**config.mk**
```make
export PLATFORM = sky130hd
export DESIGN_NAME = cla_pipe_adder_flat
export DESIGN_NICKNAME = d
export VERILOG_FILES = /design/src/rtl/cla_pkg.sv /design/src/rtl/cla_pipe_adder_if.sv /design/src/rtl/cla_segment.sv /design/src/rtl/cla_pipe_adder.sv /design/src/flat_wrapper.sv
export SDC_FILE = /design/constraint.sdc
export NUM_CORES = 1
export LEC_CHECK = 0
export ABC_AREA = 0
export ABC_CLOCK_PERIOD_IN_PS = 3100
export CAP_MARGIN = 20
export CORE_UTILIZATION = 52
export DETAILED_ROUTE_END_ITERATION = 6
export PLACE_DENSITY = 0.85
export REMOVE_ABC_BUFFERS = 1
export SYNTH_ARGS = -nofsm -noshare
export SYNTH_HDL_FRONTEND = slang
export SYNTH_HIERARCHICAL = 1
export SYNTH_SLANG_ARGS = --single-unit
```
**constraint.sdc**
```tcl
create_clock -name clk -period 3.1 [get_ports clk]
set_input_delay 0.62 -clock clk [delete_from_list [all_inputs] [get_ports clk]]
set_output_delay 0.62 -clock clk [all_outputs]
set_load 0.03 [all_outputs]
```
**src/rtl/cla_pkg.sv**
```systemverilog
`default_nettype none
// +----------------------------------------------------------------------------+
// | cla_pkg : shared constants and configuration check for the CLA pipeline    |
// | Rev 1.0                                                                    |
// +----------------------------------------------------------------------------+
package cla_pkg;

  localparam int c_GRP_W = 4;

  function automatic bit is_legal_seg(input int width, input int seg_w);
    return (seg_w >= c_GRP_W) && ((seg_w % c_GRP_W) == 0) &&
           (width >= seg_w) && ((width % seg_w) == 0);
  endfunction

endpackage
`default_nettype wire

```
**src/rtl/cla_pipe_adder_if.sv**
```systemverilog
`default_nettype none
// +----------------------------------------------------------------------------+
// | cla_pipe_adder_if : operand/result valid-ready streams of the adder        |
// | Rev 1.0                                                                    |
// +----------------------------------------------------------------------------+
interface cla_pipe_adder_if #(
  parameter int WIDTH = 32
);
  logic             in_valid;
  logic             in_ready;
  logic [WIDTH-1:0] in_a;
  logic [WIDTH-1:0] in_b;
  logic             in_cin;
  logic             in_sub;
  logic             out_valid;
  logic             out_ready;
  logic [WIDTH-1:0] out_sum;
  logic             out_cout;
  logic             out_ovf;

  modport master (
    output in_valid, in_a, in_b, in_cin, in_sub, out_ready,
    input  in_ready, out_valid, out_sum, out_cout, out_ovf
  );

  modport slave (
    input  in_valid, in_a, in_b, in_cin, in_sub, out_ready,
    output in_ready, out_valid, out_sum, out_cout, out_ovf
  );
endinterface
`default_nettype wire

```
**src/rtl/cla_segment.sv**
```systemverilog
`default_nettype none
// +----------------------------------------------------------------------------+
// | cla_segment : combinational SEG_W-bit adder, 4-bit groups, group lookahead |
// | Rev 1.0                                                                    |
// +----------------------------------------------------------------------------+
module cla_segment
  import cla_pkg::*;
#(
  parameter int SEG_W = 16
) (
  input  logic [SEG_W-1:0] a_i,
  input  logic [SEG_W-1:0] b_i,
  input  logic             cin_i,
  output logic [SEG_W-1:0] sum_o,
  output logic             cout_o,
  output logic             c_msb_o
);

  localparam int NGRP = SEG_W / c_GRP_W;

  // Carry into position n as a flat sum of products: no term depends on another carry.
  function automatic logic lookahead(input logic [SEG_W-1:0] g, input logic [SEG_W-1:0] p,
                                     input logic c0, input int n);
    logic res;
    logic term;
    res  = c0;
    term = 1'b0;
    for (int m = 0; m < SEG_W; m++) begin
      if (m < n) res = res & p[m];
    end
    for (int i = 0; i < SEG_W; i++) begin
      if (i < n) begin
        term = g[i];
        for (int m = 0; m < SEG_W; m++) begin
          if ((m > i) && (m < n)) term = term & p[m];
        end
        res = res | term;
      end
    end
    return res;
  endfunction

  logic [SEG_W-1:0] w_p;
  logic [SEG_W-1:0] w_g;
  logic [SEG_W-1:0] w_c;
  logic [SEG_W-1:0] w_grp_p;
  logic [SEG_W-1:0] w_grp_g;
  logic [NGRP:0]    w_grp_c;

  always_comb begin
    logic [SEG_W-1:0] tp;
    logic [SEG_W-1:0] tg;
    w_p     = a_i ^ b_i;
    w_g     = a_i & b_i;
    w_grp_p = '0;
    w_grp_g = '0;
    w_grp_c = '0;
    w_c     = '0;
    tp      = '0;
    tg      = '0;
    for (int j = 0; j < NGRP; j++) begin
      tp = '0;
      tg = '0;
      tp[c_GRP_W-1:0] = w_p[j*c_GRP_W +: c_GRP_W];
      tg[c_GRP_W-1:0] = w_g[j*c_GRP_W +: c_GRP_W];
      w_grp_p[j] = &tp[c_GRP_W-1:0];
      w_grp_g[j] = lookahead(tg, tp, 1'b0, c_GRP_W);
    end
    for (int j = 0; j <= NGRP; j++) begin
      w_grp_c[j] = lookahead(w_grp_g, w_grp_p, cin_i, j);
    end
    for (int j = 0; j < NGRP; j++) begin
      tp = '0;
      tg = '0;
      tp[c_GRP_W-1:0] = w_p[j*c_GRP_W +: c_GRP_W];
      tg[c_GRP_W-1:0] = w_g[j*c_GRP_W +: c_GRP_W];
      for (int b = 0; b < c_GRP_W; b++) begin
        w_c[j*c_GRP_W + b] = lookahead(tg, tp, w_grp_c[j], b);
      end
    end
  end

  assign sum_o   = w_p ^ w_c;
  assign cout_o  = w_grp_c[NGRP];
  assign c_msb_o = w_c[SEG_W-1];

endmodule
`default_nettype wire

```
**src/rtl/cla_pipe_adder.sv**
```systemverilog
`default_nettype none
// +----------------------------------------------------------------------------+
// | cla_pipe_adder : pipelined add/subtract, one SEG_W segment per stage       |
// | Rev 1.0                                                                    |
// +----------------------------------------------------------------------------+
module cla_pipe_adder
  import cla_pkg::*;
#(
  parameter int WIDTH = 32,
  parameter int SEG_W = 16
) (
  input  logic            clk,
  input  logic            rst,
  cla_pipe_adder_if.slave bus
);

  localparam int NSEG = WIDTH / SEG_W;

  if (!is_legal_seg(WIDTH, SEG_W)) begin : g_bad_cfg
    $error("cla_pipe_adder: WIDTH must be a multiple of SEG_W and SEG_W a multiple of 4");
  end

  logic             w_adv;
  logic             w_c0;
  logic [WIDTH-1:0] w_b_eff;

  logic             vld_q [NSEG];
  logic [WIDTH-1:0] a_q   [NSEG];
  logic [WIDTH-1:0] b_q   [NSEG];
  logic [WIDTH-1:0] sum_q [NSEG];
  logic             cy_q  [NSEG];
  logic             ovf_q [NSEG];

  // The whole pipe moves as one; a stalled output freezes every stage.
  assign w_adv        = !bus.out_valid || bus.out_ready;
  assign bus.in_ready = w_adv;

  assign w_b_eff = bus.in_sub ? ~bus.in_b : bus.in_b;
  assign w_c0    = bus.in_sub | bus.in_cin;

  for (genvar k = 0; k < NSEG; k++) begin : g_stage
    logic             w_vin;
    logic             w_cin;
    logic             w_cout;
    logic             w_cmsb;
    logic [WIDTH-1:0] w_ain;
    logic [WIDTH-1:0] w_bin;
    logic [WIDTH-1:0] w_sin;
    logic [WIDTH-1:0] sum_d;
    logic [SEG_W-1:0] w_seg_sum;

    if (k == 0) begin : g_first
      assign w_vin = bus.in_valid;
      assign w_cin = w_c0;
      assign w_ain = bus.in_a;
      assign w_bin = w_b_eff;
      assign w_sin = '0;
    end else begin : g_next
      assign w_vin = vld_q[k-1];
      assign w_cin = cy_q[k-1];
      assign w_ain = a_q[k-1];
      assign w_bin = b_q[k-1];
      assign w_sin = sum_q[k-1];
    end

    cla_segment #(
      .SEG_W (SEG_W)
    ) u_seg (
      .a_i     (w_ain[k*SEG_W +: SEG_W]),
      .b_i     (w_bin[k*SEG_W +: SEG_W]),
      .cin_i   (w_cin),
      .sum_o   (w_seg_sum),
      .cout_o  (w_cout),
      .c_msb_o (w_cmsb)
    );

    always_comb begin
      sum_d                   = w_sin;
      sum_d[k*SEG_W +: SEG_W] = w_seg_sum;
    end

    always_ff @(posedge clk or posedge rst) begin
      if (rst) begin
        vld_q[k] <= 1'b0;
        a_q[k]   <= '0;
        b_q[k]   <= '0;
        sum_q[k] <= '0;
        cy_q[k]  <= 1'b0;
        ovf_q[k] <= 1'b0;
      end else if (w_adv) begin
        vld_q[k] <= w_vin;
        a_q[k]   <= w_ain;
        b_q[k]   <= w_bin;
        sum_q[k] <= sum_d;
        cy_q[k]  <= w_cout;
        ovf_q[k] <= w_cout ^ w_cmsb;
      end
    end
  end

  assign bus.out_valid = vld_q[NSEG-1];
  assign bus.out_sum   = sum_q[NSEG-1];
  assign bus.out_cout  = cy_q[NSEG-1];
  assign bus.out_ovf   = ovf_q[NSEG-1];

endmodule
`default_nettype wire

```
**src/flat_wrapper.sv**
```systemverilog
// flat-port wrapper written by rule: the top's interface ports become plain ports
module cla_pipe_adder_flat import cla_pkg::*;
#(
  parameter int WIDTH = 32,
  parameter int SEG_W = 16
)
  (clk, rst, bus_in_valid, bus_in_a, bus_in_b, bus_in_cin, bus_in_sub, bus_out_ready, bus_in_ready, bus_out_valid, bus_out_sum, bus_out_cout, bus_out_ovf);
  cla_pipe_adder_if #(.WIDTH(WIDTH)) bus_i ();
  input  logic clk;
  input  logic rst;
  input wire logic [$bits(bus_i.in_valid)-1:0] bus_in_valid;
  input wire logic [$bits(bus_i.in_a)-1:0] bus_in_a;
  input wire logic [$bits(bus_i.in_b)-1:0] bus_in_b;
  input wire logic [$bits(bus_i.in_cin)-1:0] bus_in_cin;
  input wire logic [$bits(bus_i.in_sub)-1:0] bus_in_sub;
  input wire logic [$bits(bus_i.out_ready)-1:0] bus_out_ready;
  output wire logic [$bits(bus_i.in_ready)-1:0] bus_in_ready;
  output wire logic [$bits(bus_i.out_valid)-1:0] bus_out_valid;
  output wire logic [$bits(bus_i.out_sum)-1:0] bus_out_sum;
  output wire logic [$bits(bus_i.out_cout)-1:0] bus_out_cout;
  output wire logic [$bits(bus_i.out_ovf)-1:0] bus_out_ovf;
  assign bus_i.in_valid = bus_in_valid;
  assign bus_i.in_a = bus_in_a;
  assign bus_i.in_b = bus_in_b;
  assign bus_i.in_cin = bus_in_cin;
  assign bus_i.in_sub = bus_in_sub;
  assign bus_i.out_ready = bus_out_ready;
  assign bus_in_ready = bus_i.in_ready;
  assign bus_out_valid = bus_i.out_valid;
  assign bus_out_sum = bus_i.out_sum;
  assign bus_out_cout = bus_i.out_cout;
  assign bus_out_ovf = bus_i.out_ovf;
  cla_pipe_adder #(.WIDTH(WIDTH), .SEG_W(SEG_W)) u_core (.clk(clk), .rst(rst), .bus(bus_i));
endmodule
```
==> flow_summary.ini <==
[final_layout]
multi_input_area_mm2 = 0.00285
fin_nets = 632
regArea_mm2 = 0.00213
diodes = 0
drive_gt1_share_pct = 27.6
area_growth_pct = 28.9
nFillCells = 678

[sta]
final_hold_viol_count = 0
slew_viol_final = 0
fin_crit_ns = 2.97
fmax_mhz = 337
fin_skew_ns = 0.0139
finalSetupViolCount = 0
worst_pin_slew_ns = 0.848
min_period_over_period_pct = 95.7
rsz0062_at_grt = no
relSlewSlack_pct = 43.4
whs_ns = 0.465

[synthesis]
synth_edf_count = 0
synthDistinctLibCells = 33
synth.most_common_cell = dfrtp_1
synth_common_cells = dfrtp_1, mux2_2, xor2_1
synthFlopType = dfrtp_1
yosysTopAreaCellShare_pct = 41.3
synth_top_area_cell = dfrtp_1
ys_ff_latch = 85
syn_area_mm2 = 0.00515
synth_cells = 386
yosysWarnings = 6
syn_area_per_cell_um2 = 13.3
async_flop_share_pct = 100
synth-seq-area-share_pct = 41.3
synth_area_leaders = dfrtp_1, mux2_4, mux2_2

[floorplanning]
die_area_mm2 = 0.0103
die_width_um = 101
rows = 35
dieHeight_um = 101
initial_core_util_pct = 54.7
io_pins = 106
coreArea_mm2 = 0.00942

[job]
maxCapViolCount = 0

[clocking]
cts_tree = done
h-tree-depth = 3
cts.sinks = 85
cts_hold_buf = 0
cts_resized = 0
cts_setup_buffers = 0
clock_latency_ns = 0.36
cts_buffers = 9
cts_buffer_depth = 2
root_buffer = clkbuf_8
clk_pin_slew_ns = 0.08

[setup_path]
crit_family = compound AO/OA/AOI/OAI gates
critPathRequiredTime_ns = 3.35
critPathLaunchType = input port
crit_type = in -> reg
cp-end-kind = register
reg2regPathDepth = 11
worst_ep_arrival_time_ns = 3.21
cpPeakStageDelay_ns = 0.48
cp.depth = 13
critical_path.slowest_cell = clkdlybuf4s50_1
worstPathMaxFanout = 3
path_cells = clkdlybuf4s50_1 -> xor2_1 -> ha_1 -> a21oi_4 -> o21ai_2 -> a2111oi_4 -> a21oi_2 -> ha_1 -> o21a_1 -> o21ai_2 -> nand2b_1 -> xor2_1 -> mux2_2
worst-path-buf-inv = 1

[outcome]
outcome = complete, no violations

[routing]
vias = 3350
drt-wirelength-per-cell_um = 15.1
ant_nets = 0
drt-vias-per-instance = 5.17
drt_first_pass_iters = 4
drt-initial-drc-count = 53
wl_mm = 9.77
drc = 0

[global_routing]
grt_antenna_before_repair = 0
grt_max_degree = 84
grtUsageTotal_pct = 20.9
grt.overflow.total = 0
grt_pass1_wl_mm = 16.5
grt_pass1_vias = 3566

[placed_design]
globalplace.congestion = 0.829
place_hpwl_mm = 7.41
io_buffers = 105

[hold_path]
hp-class = reg -> reg
whs_path_depth = 1

[power_and_ir_drop]
leakagePower_nw = 3.01
power_mw = 4.80
pwr_density_cell_mw_per_mm2 = 723
vdd_drop_max_uv = 492
## state kept, by name (all words and copies together) (netlist names), 16 cells and up
| register | cells |
|---|---|
| u_core/g_stage.w_sin | 16 |
| u_core/g_stage.w_bin | 16 |
| u_core/g_stage.w_ain | 16 |
| u_core/bus.out_sum | 32 |
## metrics by stage
stage	setup slack [ns]	util (%)	setup TNS [ns]	instances	area, µm²
finish	0.132	70.5	0	648	6630
global route	0.000932	70.5	0	648	6630
CTS	0.0341	70.3	0	648	6620
detailed placement	-0.355	68.1	-1.65	632	6410
global placement	-0.211	68.1	-0.994	632	6410
floorplan	0.284	-	0	372	5000
## cell usage in the layout (no fill, tap or decap), types with 2 or more instances in the layout
master             n
or3_1              2
and4_1             2
o31ai_4            2
xnor2_1           10
clkdlybuf4s50_1  103
nand3_1            2
clkbuf_8           9
xor2_1            42
bufinv_16          2
o21ai_0            5
inv_1              8
a21oi_1           10
buf_4             26
a21o_1             4
dfrtp_1           85
nand2_1           10
a21oi_2            4
clkbuf_1           3
fa_1               8
mux2_4            38
o21ai_2            3
mux2_2            46
a221o_1            2
nor2b_1            2
clkinv_2           2
o21a_1            10
nand2b_1           5
a2111oi_4          2
nor2_1            19
nor3_1             4
a21oi_4            2
ha_1              40
## power breakdown
group	switching [mW]	internal, mW
sequential	0.216	1.47
clock	0.372	0.454
combinational	1.10	1.19
## final cells by class
cell class / count / area share [%]
clock inverter: 4 / 1.09
sequential: 85 / 32.1
clock buffer: 12 / 2.04
inverter: 9 / 0.528
tap: 129 / 2.43
timing repair buffer: 131 / 18.9
multi-input combinational: 278 / 43.0
## layer usage
metal / vias to the layer above / routed length, µm / share of wire [%] / GRT usage, %
met5: - / 0 / 0 / 0
met4: 0 / 168 / 1.7 / 6.58
met3: 14 / 583 / 6.0 / 6.07
met2: 91 / 4940 / 51 / 35.8
met1: 1656 / 4080 / 42 / 25.5
li1: 1589 / - / - / -
## cell families after synthesis
kind of cell / share of synthesized area [%]
DFF: 41.3
muxes: 21.1
xor gates and xnor gates: 9.02
and+or+nand+nor: 4.59
adders and majority gates: 12.8
AOI/OAI and AO/OA: 7.54
buffers and inverters: 3.55
## path summary, 6_finish.rpt
path                            slack [ns]                     endpoint                        start
worst min-delay path                  0.46         u_core/bus.out_valid      u_core/g_stage[1].w_vin
max in group asynchronous             1.60   u_core/g_stage[1].w_sin[6]                          rst
worst min register to register        0.46         u_core/bus.out_valid      u_core/g_stage[1].w_vin
worst max register to register        0.41           u_core/bus.out_ovf  u_core/g_stage[1].w_ain[21]
min in group asynchronous             0.73  u_core/g_stage[1].w_bin[22]                          rst
worst max-delay path                  0.13  u_core/g_stage[1].w_sin[15]                  bus_in_b[7]
## worst register-to-register path: stages (launching register included)
cell,delay (ns)
dfrtp_1,0.39
ha_1,0.37
a21oi_2,0.18
o21ai_2,0.10
a2111oi_4,0.33
a21oi_2,0.13
ha_1,0.20
o21a_1,0.18
o21ai_0,0.15
nand2b_1,0.13
xor2_1,0.18
mux2_2,0.26
No activity file was read; power rests on OpenSTA's default activity.
